--- src/rtl/soda_pkg.sv ---
// Shared types and widths for the soda dispenser controller.
// Latency: n/a (types and constants only).
// Backpressure: n/a.
package soda_pkg;

    localparam int AMT_W = 8;

    typedef enum logic [1:0] {
        INIT = 2'd0,
        WAIT = 2'd1,
        ADD  = 2'd2,
        DISP = 2'd3
    } soda_state_t;

endpackage

--- src/rtl/soda_dispenser.sv ---
// Single-product vend controller: accumulates coin values and vends once the total reaches the live price.
// Latency: coin sampled in WAIT is added one edge later; vend strobe follows one edge after that.
// Backpressure: none; coins strobed outside WAIT are dropped, so upstream spaces coin pulses apart.
//
// Ports:
//   clk  rising-edge clock
//   rst  synchronous active-high reset
//   c    coin-inserted strobe, one cycle per coin
//   s    price in cents, compared live every WAIT cycle
//   a    coin value in cents, valid while c is high
//   d    dispense strobe, one cycle per vend (Moore, high only in DISP)
module soda_dispenser
    import soda_pkg::*;
(
    input  logic             clk,
    input  logic             rst,
    input  logic             c,
    input  logic [AMT_W-1:0] s,
    input  logic [AMT_W-1:0] a,
    output logic             d
);

    soda_state_t      state;
    soda_state_t      state_nxt;
    logic [AMT_W-1:0] tot;
    logic [AMT_W-1:0] tot_nxt;
    logic [AMT_W-1:0] coin;
    logic [AMT_W-1:0] coin_nxt;
    logic [AMT_W:0]   sum;

    // One extra bit catches overflow so the total pins at full scale instead of wrapping.
    assign sum = {1'b0, tot} + {1'b0, coin};

    always_ff @(posedge clk) begin
        if (rst) begin
            state <= INIT;
            tot   <= '0;
            coin  <= '0;
        end else begin
            state <= state_nxt;
            tot   <= tot_nxt;
            coin  <= coin_nxt;
        end
    end

    always_comb begin
        state_nxt = state;
        tot_nxt   = tot;
        coin_nxt  = coin;
        case (state)
            INIT: begin
                // Excess over the price is discarded here; no change is given.
                tot_nxt   = '0;
                state_nxt = WAIT;
            end
            WAIT: begin
                // A fresh coin wins over vending so its value counts before the compare.
                if (c) begin
                    coin_nxt  = a;
                    state_nxt = ADD;
                end else if (tot >= s) begin
                    state_nxt = DISP;
                end
            end
            ADD: begin
                tot_nxt   = sum[AMT_W] ? {AMT_W{1'b1}} : sum[AMT_W-1:0];
                state_nxt = WAIT;
            end
            DISP: begin
                state_nxt = INIT;
            end
            default: begin
                state_nxt = INIT;
            end
        endcase
    end

    assign d = (state == DISP);

endmodule

--- config.mk ---
export PLATFORM = sky130hd
export DESIGN_NAME = soda_dispenser
export DESIGN_NICKNAME = d
export VERILOG_FILES = /design/src/rtl/soda_pkg.sv /design/src/rtl/soda_dispenser.sv
export SDC_FILE = /design/constraint.sdc
export NUM_CORES = 1
export LEC_CHECK = 0
export ABC_AREA = 1
export ABC_CLOCK_PERIOD_IN_PS = 2200
export BUFFER_PORTS_ARGS = -buffer_cell sky130_fd_sc_hd__buf_2
export CELL_PAD_IN_SITES_DETAIL_PLACEMENT = 1
export CELL_PAD_IN_SITES_GLOBAL_PLACEMENT = 2
export CORE_AREA = 4 4 70 72
export DETAILED_ROUTE_END_ITERATION = 8
export DIE_AREA = 0 0 74 76
export PLACE_DENSITY = 0.75
export SETUP_SLACK_MARGIN = 0.15
export SYNTH_ARGS = -nofsm -noshare
export SYNTH_HDL_FRONTEND = slang
export SYNTH_SLANG_ARGS = --single-unit
--- constraint.sdc ---
create_clock -name clk -period 2.2 [get_ports clk]
set_input_delay 0.44 -clock clk [delete_from_list [all_inputs] [get_ports clk]]
set_output_delay 0.44 -clock clk [all_outputs]
set_load 0.01 [all_outputs]
# == Yosys cells after proc, flatten, opt, wreduce, memory -nomap -nowiden ==
# Cells that the tools add are included.
# word_totals
reg_bits,18
input_bits,19
out_inout_bits,1
elab_cells,18
# classes
n_addsub,1
magnitude_cmp,1
n_eq_ne,4
muxes,5
reduce_logical,4
# ops
cell,n
$pmux W8 S2,1
$add A8 B8 Y9,1
$ge A8 B8 Y1,1
$mux W8,1
$pmux W2 S3,1
$eq A2 B2 Y1 const B,2
$mux W2,2
$ne A3 B3 Y1 const B,1
$eq A2 B1 Y1 const B,1
$logic_not A2 Y1,1
$reduce_and A2 Y1,1
$reduce_bool A2 Y1,1
$reduce_or A2 Y1,1

# == Logic depth before layout (Yosys ltp) ==
# depth
word_depth,4
depth_mapped,10
mapped_depth_nobuf,10

# == Least setup slack after synthesis ==
# No wires, ideal clock.
# synth_path
path_kind,register -> register
start,reg tot[0]
end,reg tot[5]
setup_time_ns,0.131
t_arrival_ns,1.495
t_required_ns,2.069
slack_ns,0.573
path_stages_with_launch,11
path_buffers,0
synth_period_minus_slack_ns,1.627
path_cell_list,dfxtp_1 > ha_1 > fa_1 > nand2_1 > nand2_1 > nand2_2 > nor2_4 > nor2_8 > nand3_1 > nand2_1 > a21oi_2
# synth_between
elab_chain_cells,3
# synth_rtl
element,line_no,rtl
"start, declared",soda_dispenser.sv:25,logic [AMT_W-1:0] tot;
"start signal, assigned",soda_dispenser.sv:41,tot <= tot_nxt;
$add A8 B8 Y9,soda_dispenser.sv:32,"assign sum = {1'b0, tot} + {1'b0, coin};"
$mux W8,soda_dispenser.sv:66,tot_nxt = sum[AMT_W] ? {AMT_W{1'b1}} : sum[AMT_W-1:0];
$pmux W8 S2,soda_dispenser.sv:50,case (state)
# Every way passes these cells.
# A chain may end at the register's enable or synchronous reset.

# == Worst setup path after layout ==
# Ends and elaborated chain as after synthesis.

==> metrics.cfg <==
[sta]
grt_setup_unrepaired=false
period_minus_slack_ps=1800
hold_viol=0
slew_viol_final=0
skew_ps=3.37
max_slew_margin_pct=66.1
timing.final.crit_share_pct=81.8
fmax_mhz=555
hold_slack_ps=444
tightest_slew_ps=508
finalSetupTns_ps=0
finalSetupViolCount=0

[clocking]
tritoncts=built
cts_hold_buffers=0
htreeDepth=1
cts_sinks=18
clock-root-buffer=clkbuf_8
cts.clk_slew.worst_paths_ps=70
clkLatencyLatePin_ps=260
numCtsBuffers=3
cts_resized=0
clk_path_buf_depth=2
post-cts-setup-buffers=0

[grt]
grt_usage_pct=13.0
grt_pass1_vias=1299
grt_max_degree=18
grt_first_pass_wirelength_um=5770
antenna_found_initial=0
overflow=0

[synth]
synthArstFlopShare_pct=0
yosysUniqueCellTypes=27
synth-edff-count=0
ys_seq_area_share_pct=27.7
syn_area_um2=1300
yosys_warnings=0
ys.flop_type=dfxtp_1
ys_seq_elements=18
syn_inst=186
synthesis.nets=222
syn_avg_cell_area_um2=6.99

[job]
cap_violations=0

[worst_setup_path]
critPathArrivalTime_ps=1940
crit_path_start_kind=flop
required_ps=2340
path_class=reg -> reg
worst-path-max-fanout=7
cp-end-kind=flop

[routing]
viasPerCell=4.69
drc=0
drtIter0Drc=30
drtAntennaViolNets=0
firstDrtPassIters=4
wl_um=3420
vias=1206
wl_per_cell_um=13.3

[power]
power_density_nw_per_um2=482
p_total_mw=0.723
p_leak_nw=0.778
peakVddDrop_mv=0.336

[floorplanning]
ios=20
rows=24
die_area_um2=5620
core_area_um2=4290
die_h_um=76
die_x_um=74
initial_core_util_pct=30.3

[finish]
diodes=0
layout.nets=242
synthToLayoutAreaGrowth_pct=15.3
drive_gt1_share_pct=19.5

[placed_design]
hpwl_um=2900
gp_congestion=0.775
port_buffers=19

[min_path]
hold_class=in -> reg

[status]
status=completed

cells by family (layout without fill, tap and decap cells):
| kind of cell | Yosys count | in the layout | synth area share [%] |
|---|---|---|---|
| XOR/XNOR | 2 | 2 | 1.35 |
| flip-flops | 18 | 18 | 27.7 |
| buffers and inverters | 34 | 53 | 10.4 |
| AO/OA/AOI/OAI | 27 | 27 | 13.1 |
| adder cells (fa/ha/maj) | 17 | 17 | 16.9 |
| AND/OR/NAND/NOR | 88 | 88 | 30.5 |
per-stage QoR:
stage	utilization [%]	instance area (µm²)	std cells	setup slack, ps
finish	34.9	1500	257	400
global route	34.9	1500	257	234
CTS	34.9	1500	257	378
detailed placement	33.6	1440	253	375
global placement	33.6	1440	253	486
floorplan	-	1300	186	573
power breakdown:
group / switching [mW] / leakage, nW / internal, mW
Combinational: 0.0532 / 0.604 / 0.0386
Sequential: 0.0137 / 0.146 / 0.336
Clock: 0.122 / 0.0288 / 0.159
Total: 0.189 / 0.778 / 0.534
placed cells by master (no fill, tap or decap), types with 2 or more instances in the layout:
cell / count
nand2_2: 2
dfxtp_1: 18
nand3_1: 16
or2_1: 2
nand2_1: 56
a21oi_2: 5
inv_1: 25
o21ai_2: 3
a21oi_1: 17
buf_2: 19
clkbuf_8: 4
ha_1: 16
xor2_1: 2
inv_2: 2
nor2_1: 6
layout make-up:
type	instances	area [µm²]
Timing Repair Buffer	20	103
Inverter	29	111
Multi-Input combinational cell	134	805
Fill cell	549	2800
Tap cell	52	65.1
Clock buffer	4	55.1
Sequential cell	18	360
layer usage:
metal  track usage, %  wire, µm
met1             17.2      1680
met2             21.6      1610
met3             1.32        83
met4             4.35        50
met5                0         0
critical path, stage by stage, from the launching register on:
cell and delay, ps:
dfxtp_1 340, ha_1 240, fa_1 390, nand2_1 100, nand2_1 90, nand2_2 100, nor2_4 50, nor2_8 150
nand3_1 100, nand2_1 80, a21oi_2 50
cell usage after synthesis, drive strengths merged (2+ instances only):
cell    number  area, µm²
nand2       58        223
inv         28        108
a21oi       22        129
dfxtp       18        360
ha          16        200
nand3       16       80.1
nor2         9       60.1
clkbuf       3       11.3
o21ai        3       26.3
buf          2       12.5
or2          2       12.5
xor2         2       17.5
state kept, by name (all words and copies together) (netlist names):
| register | flops |
|---|---|
| coin | 8 |
| tot | 8 |
| state | 2 |
path summary, 6_finish.rpt:
path | endpoint | depth (start not counted) | startpoint | slack (ps)
setup / recovery | tot[5]$_SDFFE_PP0P_ | 10 | tot[0]$_SDFFE_PP0P_ | 400
hold reg to reg | coin[0]$_SDFFE_PP0P_ | 2 | coin[0]$_SDFFE_PP0P_ | 480
setup reg to reg | tot[5]$_SDFFE_PP0P_ | 10 | tot[0]$_SDFFE_PP0P_ | 400
hold / removal | coin[5]$_SDFFE_PP0P_ | 3 | a[5] | 440
No activity file was read; power rests on OpenSTA's default activity.
